$ cat config.mk
export PLATFORM = sky130hd
export DESIGN_NAME = serial_subtractor
export DESIGN_NICKNAME = d
export VERILOG_FILES = /design/src/rtl/serial_subtractor.sv
export SDC_FILE = /design/constraint.sdc
export NUM_CORES = 1
export LEC_CHECK = 0
export ABC_AREA = 1
export CAP_MARGIN = 10
export CORE_MARGIN = 5
export CORE_UTILIZATION = 40
export DETAILED_ROUTE_END_ITERATION = 6
export PLACE_DENSITY = 0.66
export RECOVER_POWER = 100
export SLEW_MARGIN = 20
export SYNTH_ARGS = -nofsm -noshare
export SYNTH_HDL_FRONTEND = slang
export SYNTH_SLANG_ARGS = --single-unit
$ cat constraint.sdc
create_clock -name clk -period 1.57 [get_ports clk]
set_input_delay 0.471 -clock clk [delete_from_list [all_inputs] [get_ports clk]]
set_output_delay 0.471 -clock clk [all_outputs]
set_load 0.05 [all_outputs]
$ cat src/rtl/serial_subtractor.sv
// Bit-serial two's-complement subtractor: a - b - bin, one bit per clock, LSB first.
// One full-subtractor cell plus a borrow flip-flop; valid/ready on both sides.
module serial_subtractor #(
  parameter int WIDTH = 8
) (
  input  logic             clk,
  input  logic             rst,
  input  logic             in_valid,
  output logic             in_ready,
  input  logic [WIDTH-1:0] a,
  input  logic [WIDTH-1:0] b,
  input  logic             bin,
  output logic             out_valid,
  input  logic             out_ready,
  output logic [WIDTH-1:0] diff,
  output logic             bout,
  output logic             ovf
);

  localparam int CW = (WIDTH > 1) ? $clog2(WIDTH) : 1;

  // Handshakes: a transfer happens on a rising edge where valid && ready are both high.
  // in_ready is high only in IDLE, out_valid only in DONE, so they never overlap.
  typedef enum logic [1:0] {IDLE, RUN, DONE} state_t;

  state_t           state;
  logic [WIDTH-1:0] a_sr;
  logic [WIDTH-1:0] b_sr;
  logic             br;
  logic [CW-1:0]    cnt;

  logic             d;
  logic             br_next;
  logic             last;
  logic [WIDTH-1:0] diff_next;

  always_comb begin
    d         = a_sr[0] ^ b_sr[0] ^ br;
    br_next   = (~a_sr[0] & b_sr[0]) | (~(a_sr[0] ^ b_sr[0]) & br);
    last      = (cnt == CW'(WIDTH - 1));
    // New result bit enters at the MSB so the LSB-first stream lands in place.
    diff_next = diff >> 1;
    diff_next[WIDTH-1] = d;
  end

  assign in_ready  = (state == IDLE);
  assign out_valid = (state == DONE);

  always_ff @(posedge clk) begin
    if (rst) begin
      state <= IDLE;
      a_sr  <= '0;
      b_sr  <= '0;
      br    <= 1'b0;
      cnt   <= '0;
      diff  <= '0;
      bout  <= 1'b0;
      ovf   <= 1'b0;
    end else begin
      case (state)
        IDLE: begin
          if (in_valid) begin
            a_sr  <= a;
            b_sr  <= b;
            br    <= bin;
            cnt   <= '0;
            state <= RUN;
          end
        end
        RUN: begin
          diff <= diff_next;
          a_sr <= a_sr >> 1;
          b_sr <= b_sr >> 1;
          br   <= br_next;
          cnt  <= cnt + CW'(1);
          if (last) begin
            bout  <= br_next;
            // Signed overflow: borrow into the MSB differs from borrow out of it.
            ovf   <= br ^ br_next;
            state <= DONE;
          end
        end
        DONE: begin
          if (out_ready) state <= IDLE;
        end
        default: state <= IDLE;
      endcase
    end
  end

endmodule

-- Word level (Yosys, flattened, before mapping)
Index checks and enable logic that the tools add are counted.
W data, S select, Z words.
- add/sub/neg operators: 1
- equality and inequality tests: 6
- multiplexer cells: 12
- bitwise gates (word level): 8
- reduce and logical (&&, ||, !) cells: 5
- operator list (kind ; number):
    $pmux W8 S2 ; 2
    $mux W8 ; 2
    $mux W2 ; 3
    $pmux W2 S3 ; 1
    $pmux W3 S2 ; 1
    $ne A2 B2 Y1 const B ; 2
    $reduce_and A2 Y1 ; 2
    $add A3 B1 Y3 const B ; 1
    $eq A3 B3 Y1 const B ; 1
    $mux W3 ; 1
    $reduce_and A3 Y1 ; 1
    $xor A1 B1 Y1 ; 3
    $and A1 B1 Y1 ; 2
    $eq A2 B1 Y1 const B ; 1
    $eq A2 B2 Y1 const B ; 1
    $logic_not A2 Y1 ; 1
    $ne A2 B1 Y1 const B ; 1
    $not A1 Y1 ; 2
    $pmux W1 S2 ; 1
    $reduce_bool A2 Y1 ; 1
    $mux W1 ; 1
    $or A1 B1 Y1 ; 1
- flip-flop bits (word level): 32
- word-level logic and storage cells: 40

-- Longest topological paths before layout
Gate-level depths: netlist of the first run.
- word-level depth: 5
- mapped depth: 7

-- Least setup slack after synthesis of the first run
Ideal clock, no wire load.
- path type: reg-to-output
- from: reg state[0]
- to: out out_valid
- data arrival time: 1.199 ns
- path slack: -0.100 ns
- stages on the path, launching flop included: 3
- path buffers: 1
- cells stage by stage: dfxtp_1 -> buf_4 -> nor2_1
- word-level cells in the longest chain between the ends: 1
- RTL lines (element ; RTL line ; source):
    start: declaration ; 26 ; state_t state;
    start signal: assignment ; 51 ; state <= IDLE;
    start signal: assignment ; 67 ; state <= RUN;
    start signal: assignment ; 80 ; state <= DONE;
    $eq A2 B2 Y1 ; 47 ; assign out_valid = (state == DONE);
    end: declaration ; 13 ; output logic out_valid,
Every way passes these cells.

-- Worst setup path in the final report of the first run
Ends and elaborated chain as after synthesis.

==> results of run 1 <==
-- cell usage after synthesis --
library cell and n:
nor2_2 1, buf_2 6, ha_1 2, fa_1 1, nand2_2 1, nand3_1 4
or2_1 1, o21ai_4 1, buf_6 1, inv_2 2, nand2_1 74, inv_1 36
o21ai_0 9, buf_4 4, nor2_1 35, a21oi_1 23, dfxtp_1 32
-- state kept, by name, summed over array words and instances, names as in the netlist --
signal and flops:
a_sr 8, b_sr 8, bout 1, br 1, cnt 3, diff 8
ovf 1, state 2
-- layer usage --
layer	share of wire	track usage	wire length, um
met1	0.50	0.176	1540
met2	0.44	0.239	1360
met3	0.050	0.0407	155
met4	0.013	0.0438	39
met5	0	0	0
-- power by group --
group | total, W | internal (W) | switching, W
clock network | 0.000654 | 0.000350 | 0.000304
registers | 0.000913 | 0.000878 | 0.0000350
logic | 0.000418 | 0.000164 | 0.000254
total | 0.00199 | 0.00139 | 0.000593
-- per-stage QoR --
| step | hold slack (ns) | setup TNS (ns) | setup WS [ns] |
|---|---|---|---|
| final | 0.463 | 0 | 0.0639 |
| after global routing | 0.493 | 0 | 0.0241 |
| after CTS | 0.462 | 0 | 0.00292 |
| after detailed placement | 0.453 | -0.0106 | -0.00365 |
| after global placement | 0.451 | 0 | 0.00730 |
| after floorplan | 0.439 | 0 | 0.103 |
-- kinds of logic (layout without fill, tap and decap cells) --
group	Yosys count	count (layout)	share of synthesized area
and+or+nand+nor	116	116	0.294
buffers and inverters	49	85	0.140
AOI/OAI and AO/OA	33	33	0.116
DFF	32	32	0.420
adders and majority gates	3	3	0.0296
-- worst paths after layout --
kind | endpoint | depth (start not counted)
worst max-delay path | out_valid | 2
worst min register to register | b_sr[7] | 2
worst max register to register | cnt[2] | 4
worst min-delay path | b_sr[7] | 2
-- layout make-up --
type                            instances  area, um2
Fill cell                             383       1740
Clock inverter                          2       10.0
Tap cell                               48       60.1
Timing Repair Buffer                   39        330
Inverter                               38        143
Sequential cell                        32        643
Clock buffer                            6       82.6
Multi-Input combinational cell        152        677
-- repair_timing --
action | in CTS | in global routing
pin swaps | 0 | 0
hold buffers | 0 | 0
endpoints found under the setup margin | 2 | 1
gates resized for setup | 1 | 4
-- worst max-delay path: stages (launching register included) --
cell	delay, ns
dfxtp_2	0.48
nor2_2	0.08
buf_4	0.19
-- cells in the final DEF (no fill, tap or decap) --
| master | synthesis | routed |
|---|---|---|
| clkdlybuf4s50_1 | 0 | 20 |
| dfxtp_1 | 32 | 30 |
| ha_1 | 2 | 2 |
| fa_1 | 1 | 1 |
| dfxtp_2 | 0 | 2 |
| nand2_1 | 74 | 74 |
| clkinv_2 | 0 | 2 |
| nand2_2 | 1 | 1 |
| o21ai_0 | 9 | 9 |
| nor2_2 | 1 | 1 |
| nand3_1 | 4 | 4 |
| or2_1 | 1 | 1 |
| a21oi_1 | 23 | 23 |
| clkbuf_4 | 0 | 1 |
| clkbuf_1 | 0 | 1 |
| inv_2 | 2 | 2 |
| inv_1 | 36 | 36 |
| buf_12 | 0 | 1 |
| buf_4 | 4 | 5 |
| nor2_4 | 0 | 1 |
| clkbuf_8 | 0 | 6 |
| buf_6 | 1 | 1 |
| nor2_1 | 35 | 34 |
| clkbuf_2 | 0 | 10 |
| o21ai_4 | 1 | 1 |
==> run metrics, run 1 <==
startpoint of the worst hold path b_sr[7]; CP max FO 9; RSZ-0062 raised after global routing false; dpl cells between 300 and 400; gr usage total 0.142; status finished, final reports clean; CP Launch Point state[0]; Worst Tran Pin Value 0.314 ns; Port Buf Inserts 32; crit path launch type flip-flop; hpwl dp approximately 2200 um; worst hold path type flip-flop to flip-flop; Core Region roughly 0.0037 mm2; first-pass GRT wire length a little under 6000 um; Yosys top cell area share 0.420; WS Path Type flip-flop to output port; Iteration-0 DRC Markers between 90 and 100; CTS tree done; Power Dens Cells ~1000 mW/mm2; post-synth top area cell dfxtp_1; period utilisation layout 0.959; Total Routed Length around 3100 um; synth-to-layout area growth 27.7%; max-slew violation count 0; shortest period the worst path allows 1.51 ns; Synth cell types 17; CTS sink cnt 32; # setup viols final 0; drt pass-1 iters 4; Die H a little over 70 um; CP arrival about 1.0 ns; Clock Latency Late Sink between 0.2 and 0.3 ns; Crit. End Element output port; DR vias/cell about 4.4; reg-to-reg setup timing slack ~0.29 ns; DRC 0; r2r startpoint state[0]; vias in the first global route approximately 1400; CTS Buf Count 5; total grt overflow 0; setup bufs post-CTS 0; Post-DRT Antenna Nets 0; Cell Count, Final, Fillers Out around 320; Initial Utilization 0.413; Design Power around 0.002 W; io pins 33; Syn. warnings 0; Die Width around 72 um; #FFs+latches synth 32; final instance area 0.00195 mm2; Via Count 1385; Syn Area/Cell between 6 and 7 um2; Max Cap Violations 0; slew margin rel. 0.790; die area 0.00514 mm2; ANT cells 0; Final Hold Viols 0; Layout Nets roughly 290; Mapped Area ~0.0015 mm2; layout cells sized above 1 0.126; post-synthesis sequential area ratio 0.420; Post-DP Area 0.00201 mm2; clock buffer depth 2; final core occ 0.527; fmax 664 MHz; largest net degree at the start of global routing 30; Crit path required time about 1.1 ns; Peak supply drop 0.000579 V; clk slew on worst S/H paths 0.07 ns; synth top area cells dfxtp_1, nand2_1, inv_1; drt wl/cell about 10 um; Leak 0.951 nW; syn nets between 200 and 300; RD Place Congestion approximately 0.77; Max H-tree Level 2; Gate Count Post-Synth 233; initial antenna violation count 0; Clk Tree Root Cell clkbuf_8; Site Rows 22; clk_skew 0.00493 ns
(Power assumes the default switching activity.)
==> run 2, diff against run 1 <==
--- a/config.mk
+++ b/config.mk
@@ -5,12 +5,11 @@
 export SDC_FILE = /design/constraint.sdc
 export NUM_CORES = 1
 export LEC_CHECK = 0
-export ABC_AREA = 1
 export CAP_MARGIN = 10
 export CORE_MARGIN = 5
 export CORE_UTILIZATION = 40
 export DETAILED_ROUTE_END_ITERATION = 6
-export PLACE_DENSITY = 0.66
+export PLACE_DENSITY = 0.68
 export RECOVER_POWER = 100
 export SLEW_MARGIN = 20
 export SYNTH_ARGS = -nofsm -noshare
==> run metrics, run 2 <==
CTS tree done; post-synthesis sequential area ratio 0.465; Synth top cells by count dfxtp_1, nor2_1, nand2_1, a21oi_1, o221ai_2; Synth cell types 28; Clk Tree Root Cell clkbuf_4; synth-to-layout area growth 34.5%; Gate Count Post-Synth 149; Via Count between 1000 and 1500; Syn Area/Cell between 9 and 10 um2; Max H-tree Level 2; synth top area cells dfxtp_1, o221ai_2, nor2_1; slew margin rel. 0.810; Async SR Flop Fraction 0; final instance area approximately 0.0019 mm2; Layout Nets about 210; Post-DRT Antenna Nets 0; DRC 0; io pins 33; adder-cell share of the synthesized area 0.0327; ANT cells 0; Met2 Wirelength between 1500 and 2000 um; Yosys top cell area share 0.465; Crit. End Element flip-flop; hpwl dp roughly 2400 um; post-synthesis compound-gate area fraction 0.234; initial antenna violation count 0; layout cells sized above 1 0.245; CP max FO 15; clk_skew approximately 0.0065 ns; Simple-Gate Fraction of Synth Area 0.184; DR vias/cell around 5; Port Buf Inserts 32; Initial Utilization 0.413; Post-DP Area about 0.0019 mm2; post-synth top area cell dfxtp_1; Design Power 0.00171 W; Final Hold Viols 0; setup bufs post-CTS 0; Syn. warnings 0; Site Rows 21; first-pass GRT wire length between 5000 and 6000 um; CTS Buf Count 5; Leak between 0.7 and 0.8 nW; Worst Tran Pin Value 0.287 ns; CP arrival 1.77 ns; count leader, synth dfxtp_1; final core occ 0.556; RSZ-0062 raised after global routing false; CTS sink cnt 32; syn nets between 150 and 200; Main synth FF type dfxtp_1; CP max-delay cell clkdlybuf4s50_1; clock buffer depth 2; #FFs+latches synth 32; worst hold path type flip-flop to flip-flop; most common cell after layout, fill and taps aside nor2_1; largest net degree at the start of global routing 19; post-synthesis xor/xnor area fraction 0.00635; mux contribution to synthesized area 0.0145; P_sw 0.000441 W; Mapped Area 0.00138 mm2; slowest stage delay, CP around 0.47 ns; shortest period the worst path allows 1.55 ns; met3 WL roughly 160 um; crit path launch type input pin; clk slew on worst S/H paths 0.09 ns; RD Place Congestion ~0.73; # hold bufs at CTS 0; reg-to-reg setup timing slack 0.22 ns; # setup viols final 0; Die H between 60 and 70 um; sequential share of power 0.524; die area 0.00472 mm2; DRT met1 WL between 1000 and 1500 um; worst path cell trace clkdlybuf4s50_1 -> or3b_4 -> buf_12 -> o221a_2; Crit path required time ~1.8 ns; Setup Total Neg Slack 0 ns; drt wl/cell between 10 and 15 um; Power Dens Cells 922 mW/mm2; fmax roughly 650 MHz; Die Width roughly 69 um; Int Power around 0.0013 W; Filler Cell Count about 320; Total Routed Length 3150 um; max-slew violation count 0; Post-synth EDFFs 0; main combinational cell family by area after synthesis compound AO/OA/AOI/OAI gates; most frequent cells in the layout nor2_1, dfxtp_1, clkdlybuf4s50_1; status finished, final reports clean; vias in the first global route ~1200; gr usage total 0.146; drt pass-1 iters 4; Peak supply drop roughly 0.00045 V; Clock power frac 0.300; period utilisation layout 0.987; Iteration-0 DRC Markers 63; Sw Ratio 0.258; top sig layer met4; top flop regs a_sr x8, b_sr x8, diff x8; Clock Latency Late Sink ~0.32 ns; Comb power frac 0.177; WS Path Type input pin to flip-flop; Core Region approximately 0.0033 mm2; Max Cap Violations 0; hold_ws 0.465 ns; total grt overflow 0
==> run 2: changes by cell type after synthesis, moves of 3 or more <==
cell,previous run,this run
nand2_1,74,17
inv_1,36,4
o221ai_2,0,10
a21oi_1,23,15
o21ai_0,9,2
buf_4,4,0
nor2_1,35,31
o221ai_1,0,4
clkbuf_1,0,3
nand3_1,4,1
nand3b_1,0,3
==> run 2: layout make-up <==
| type | count | area (um2) | area share |
|---|---|---|---|
| clock buffers | 7 | 65.1 | 0.0351 |
| repair buffers | 43 | 400 | 0.216 |
| well taps | 46 | 57.6 | 0.0310 |
| inverters | 4 | 15.0 | 0.00810 |
| multi-input cells | 102 | 673 | 0.363 |
| flip-flops and latches | 32 | 643 | 0.347 |
==> run 2: worst max-delay path: cells and delay by family <==
family	cells	cell delay, ns
compound gates	1	0.26
simple gates	1	0.39
buf+inv	2	0.63
==> run 2: final timing paths <==
kind,from,end,depth (start not counted)
worst max-delay path,in_valid,br,4
worst min-delay path,ovf,ovf,2
worst max register to register,state[0],diff[4],5
worst min register to register,ovf,ovf,2
==> run 2: cells by family (layout without fill, tap and decap cells) <==
group / Yosys count / count (layout)
simple gates: 59 / 59
compound gates: 37 / 37
flops: 32 / 32
buf+inv: 15 / 54
fa+ha+maj: 3 / 3
mux: 2 / 2
xor+xnor: 1 / 1
==> run 2: per-stage QoR <==
| step | worst slack (ns) | std cells |
|---|---|---|
| finish | 0.0209 | 234 |
| CTS | 0.0208 | 234 |
| floorplan | 0.125 | 149 |
| detailed placement | -0.340 | 227 |
| global route | 0.00122 | 234 |
| global placement | -0.310 | 227 |
==> run 2: what timing repair did <==
| item | 4_1_cts | 5_1_grt |
|---|---|---|
| resized for setup | 2 | 6 |
| gates cloned | 0 | 0 |
| setup endpoints to repair | 1 | 9 |
==> run 2: per-layer routing <==
metal,GRT usage,vias up
li1,-,604
met2,0.266,31
met4,0.0754,0
met5,0,-
met1,0.149,535
met3,0.0454,4
==> run 2: power groups by stage <==
stage	combinational [W]	clock [W]	sequential, W
finish	0.000302	0.000512	0.000895
global route	0.000331	0.000557	0.000901
CTS	0.000315	0.000530	0.000897
detailed placement	0.000314	0	0.000915
global placement	0.000303	0	0.000911
floorplan	0.000169	0	0.000915
==> run 3, diff against run 2 <==
--- a/config.mk
+++ b/config.mk
@@ -9,9 +9,11 @@
 export CORE_MARGIN = 5
 export CORE_UTILIZATION = 40
 export DETAILED_ROUTE_END_ITERATION = 6
+export MAX_ROUTING_LAYER = met4
 export PLACE_DENSITY = 0.68
 export RECOVER_POWER = 100
 export SLEW_MARGIN = 20
 export SYNTH_ARGS = -nofsm -noshare
 export SYNTH_HDL_FRONTEND = slang
 export SYNTH_SLANG_ARGS = --single-unit
+export TNS_END_PERCENT = 20
==> constraint.sdc (replaced) <==
create_clock -name clk -period 1.55 [get_ports clk]
set_input_delay 0.465 -clock clk [delete_from_list [all_inputs] [get_ports clk]]
set_output_delay 0.465 -clock clk [all_outputs]
set_load 0.05 [all_outputs]
==> run metrics, run 3 (synthesized netlist as in run 2, its figures left out) <==
Layout Nets 215; Core Region 0.00334 mm2; clk_skew roughly 0.0070 ns; hpwl dp between 2000 and 2500 um; Peak supply drop 0.000424 V; DR vias/cell approximately 5.0; gr usage total 0.142; top sig layer met4; Setup WS post-layout between 0.015 and 0.02 ns; vias in the first global route 1172; Met2 Wirelength ~1500 um; Leak 0.754 nW; Crit path required time 1.76 ns; DRT met1 WL ~1300 um; CTS Buf Count 5; DRC 0; largest net degree at the start of global routing 19; dpl ws -0.331 ns; Iteration-0 DRC Markers 52; Clock Latency Late Sink between 0.3 and 0.4 ns; met3 WL 129 um; Max H-tree Level 2; RD Place Congestion between 0.7 and 0.8; status finished, final reports clean; Clk Tree Root Cell clkbuf_4; final instance area 0.00203 mm2; clock buffer depth 2; Setup Total Neg Slack 0 ns; Die Width 68.7 um; Power Dens Cells 848 mW/mm2; shortest period the worst path allows roughly 1.5 ns; max-slew violation count 0; RSZ-0062 raised after global routing true; total grt overflow 0; worst hold path type flip-flop to flip-flop; most frequent cells in the layout nor2_1, dfxtp_1, clkdlybuf4s50_1; Site Rows 21; period utilisation layout 0.988; hold_ws about 0.47 ns; drt wl/cell approximately 13 um; CTS sink cnt 32; Port Buf Inserts 32; Die H ~69 um; top flop regs a_sr x8, b_sr x8, diff x8; crit path launch type input pin; Total Routed Length 3030 um; Post-DRT Antenna Nets 0; Design Power roughly 0.0017 W; io pins 33; Initial Utilization 0.413; Max Cap Violations 0; Crit. End Element flip-flop; # hold bufs at CTS 0; # setup viols final 0; slew margin rel. 0.814; layout cells sized above 1 0.250; drt pass-1 iters 6; CP max FO 15; Worst Tran Pin Value ~0.28 ns; Final Hold Viols 0; initial antenna violation count 0; synth-to-layout area growth 46.9%; Via Count about 1200; fmax roughly 650 MHz; clk slew on worst S/H paths around 0.090 ns; first-pass GRT wire length around 4900 um; WS Path Type input pin to flip-flop; CTS tree done; Post-DP Area between 0.0015 and 0.002 mm2; die area 0.00472 mm2; CP arrival around 1.7 ns; ANT cells 0
## run 3: worst paths after layout
check / cells after the start / end / slack, ns / start
min reg2reg: 2 / ovf / 0.47 / ovf
min: 2 / ovf / 0.47 / ovf
max reg2reg: 4 / br / 0.11 / state[1]
max: 4 / br / 0.02 / in_valid
## run 3: per-layer routing
metal | global-route usage | up-vias
li1 | - | 601
met1 | 0.161 | 553
met2 | 0.236 | 30
met3 | 0.0292 | 7
met4 | 0.0730 | 0
met5 | - | -
## run 3: area by class of cell
type / count / area, um2
Sequential cell: 32 / 646
Tap cell: 46 / 57.6
Clock buffer: 8 / 58.8
Timing Repair Buffer: 46 / 574
Inverter: 4 / 15.0
Multi-Input combinational cell: 102 / 674
Fill cell: 286 / 1310
## run 3: stage by stage
step / utilization / instances
detailed placement: 0.583 / 228
CTS: 0.606 / 236
floorplan: - / 149
finish: 0.607 / 238
global route: 0.607 / 238
global placement: 0.583 / 228
## run 3: where the power goes
group / switching (W) / internal (W) / total [W]
registers: 0.0000357 / 0.000868 / 0.000904
logic: 0.000152 / 0.000176 / 0.000327
clock network: 0.000262 / 0.000224 / 0.000486
total: 0.000450 / 0.00127 / 0.00172
## run 3: worst max-delay path, stage by stage
cell and delay, ns:
clkdlybuf4s50_1 0.46, or3b_4 0.39, buf_12 0.16, o221a_2 0.26
## run 3: timing repair
action / 4_1_cts / 5_1_grt
endpoints found under the hold margin: 0 / 0
pin swaps: 0 / 1
endpoints found under the setup margin: 2 / 4
setup buffers: 0 / 2
gates resized for setup: 6 / 3
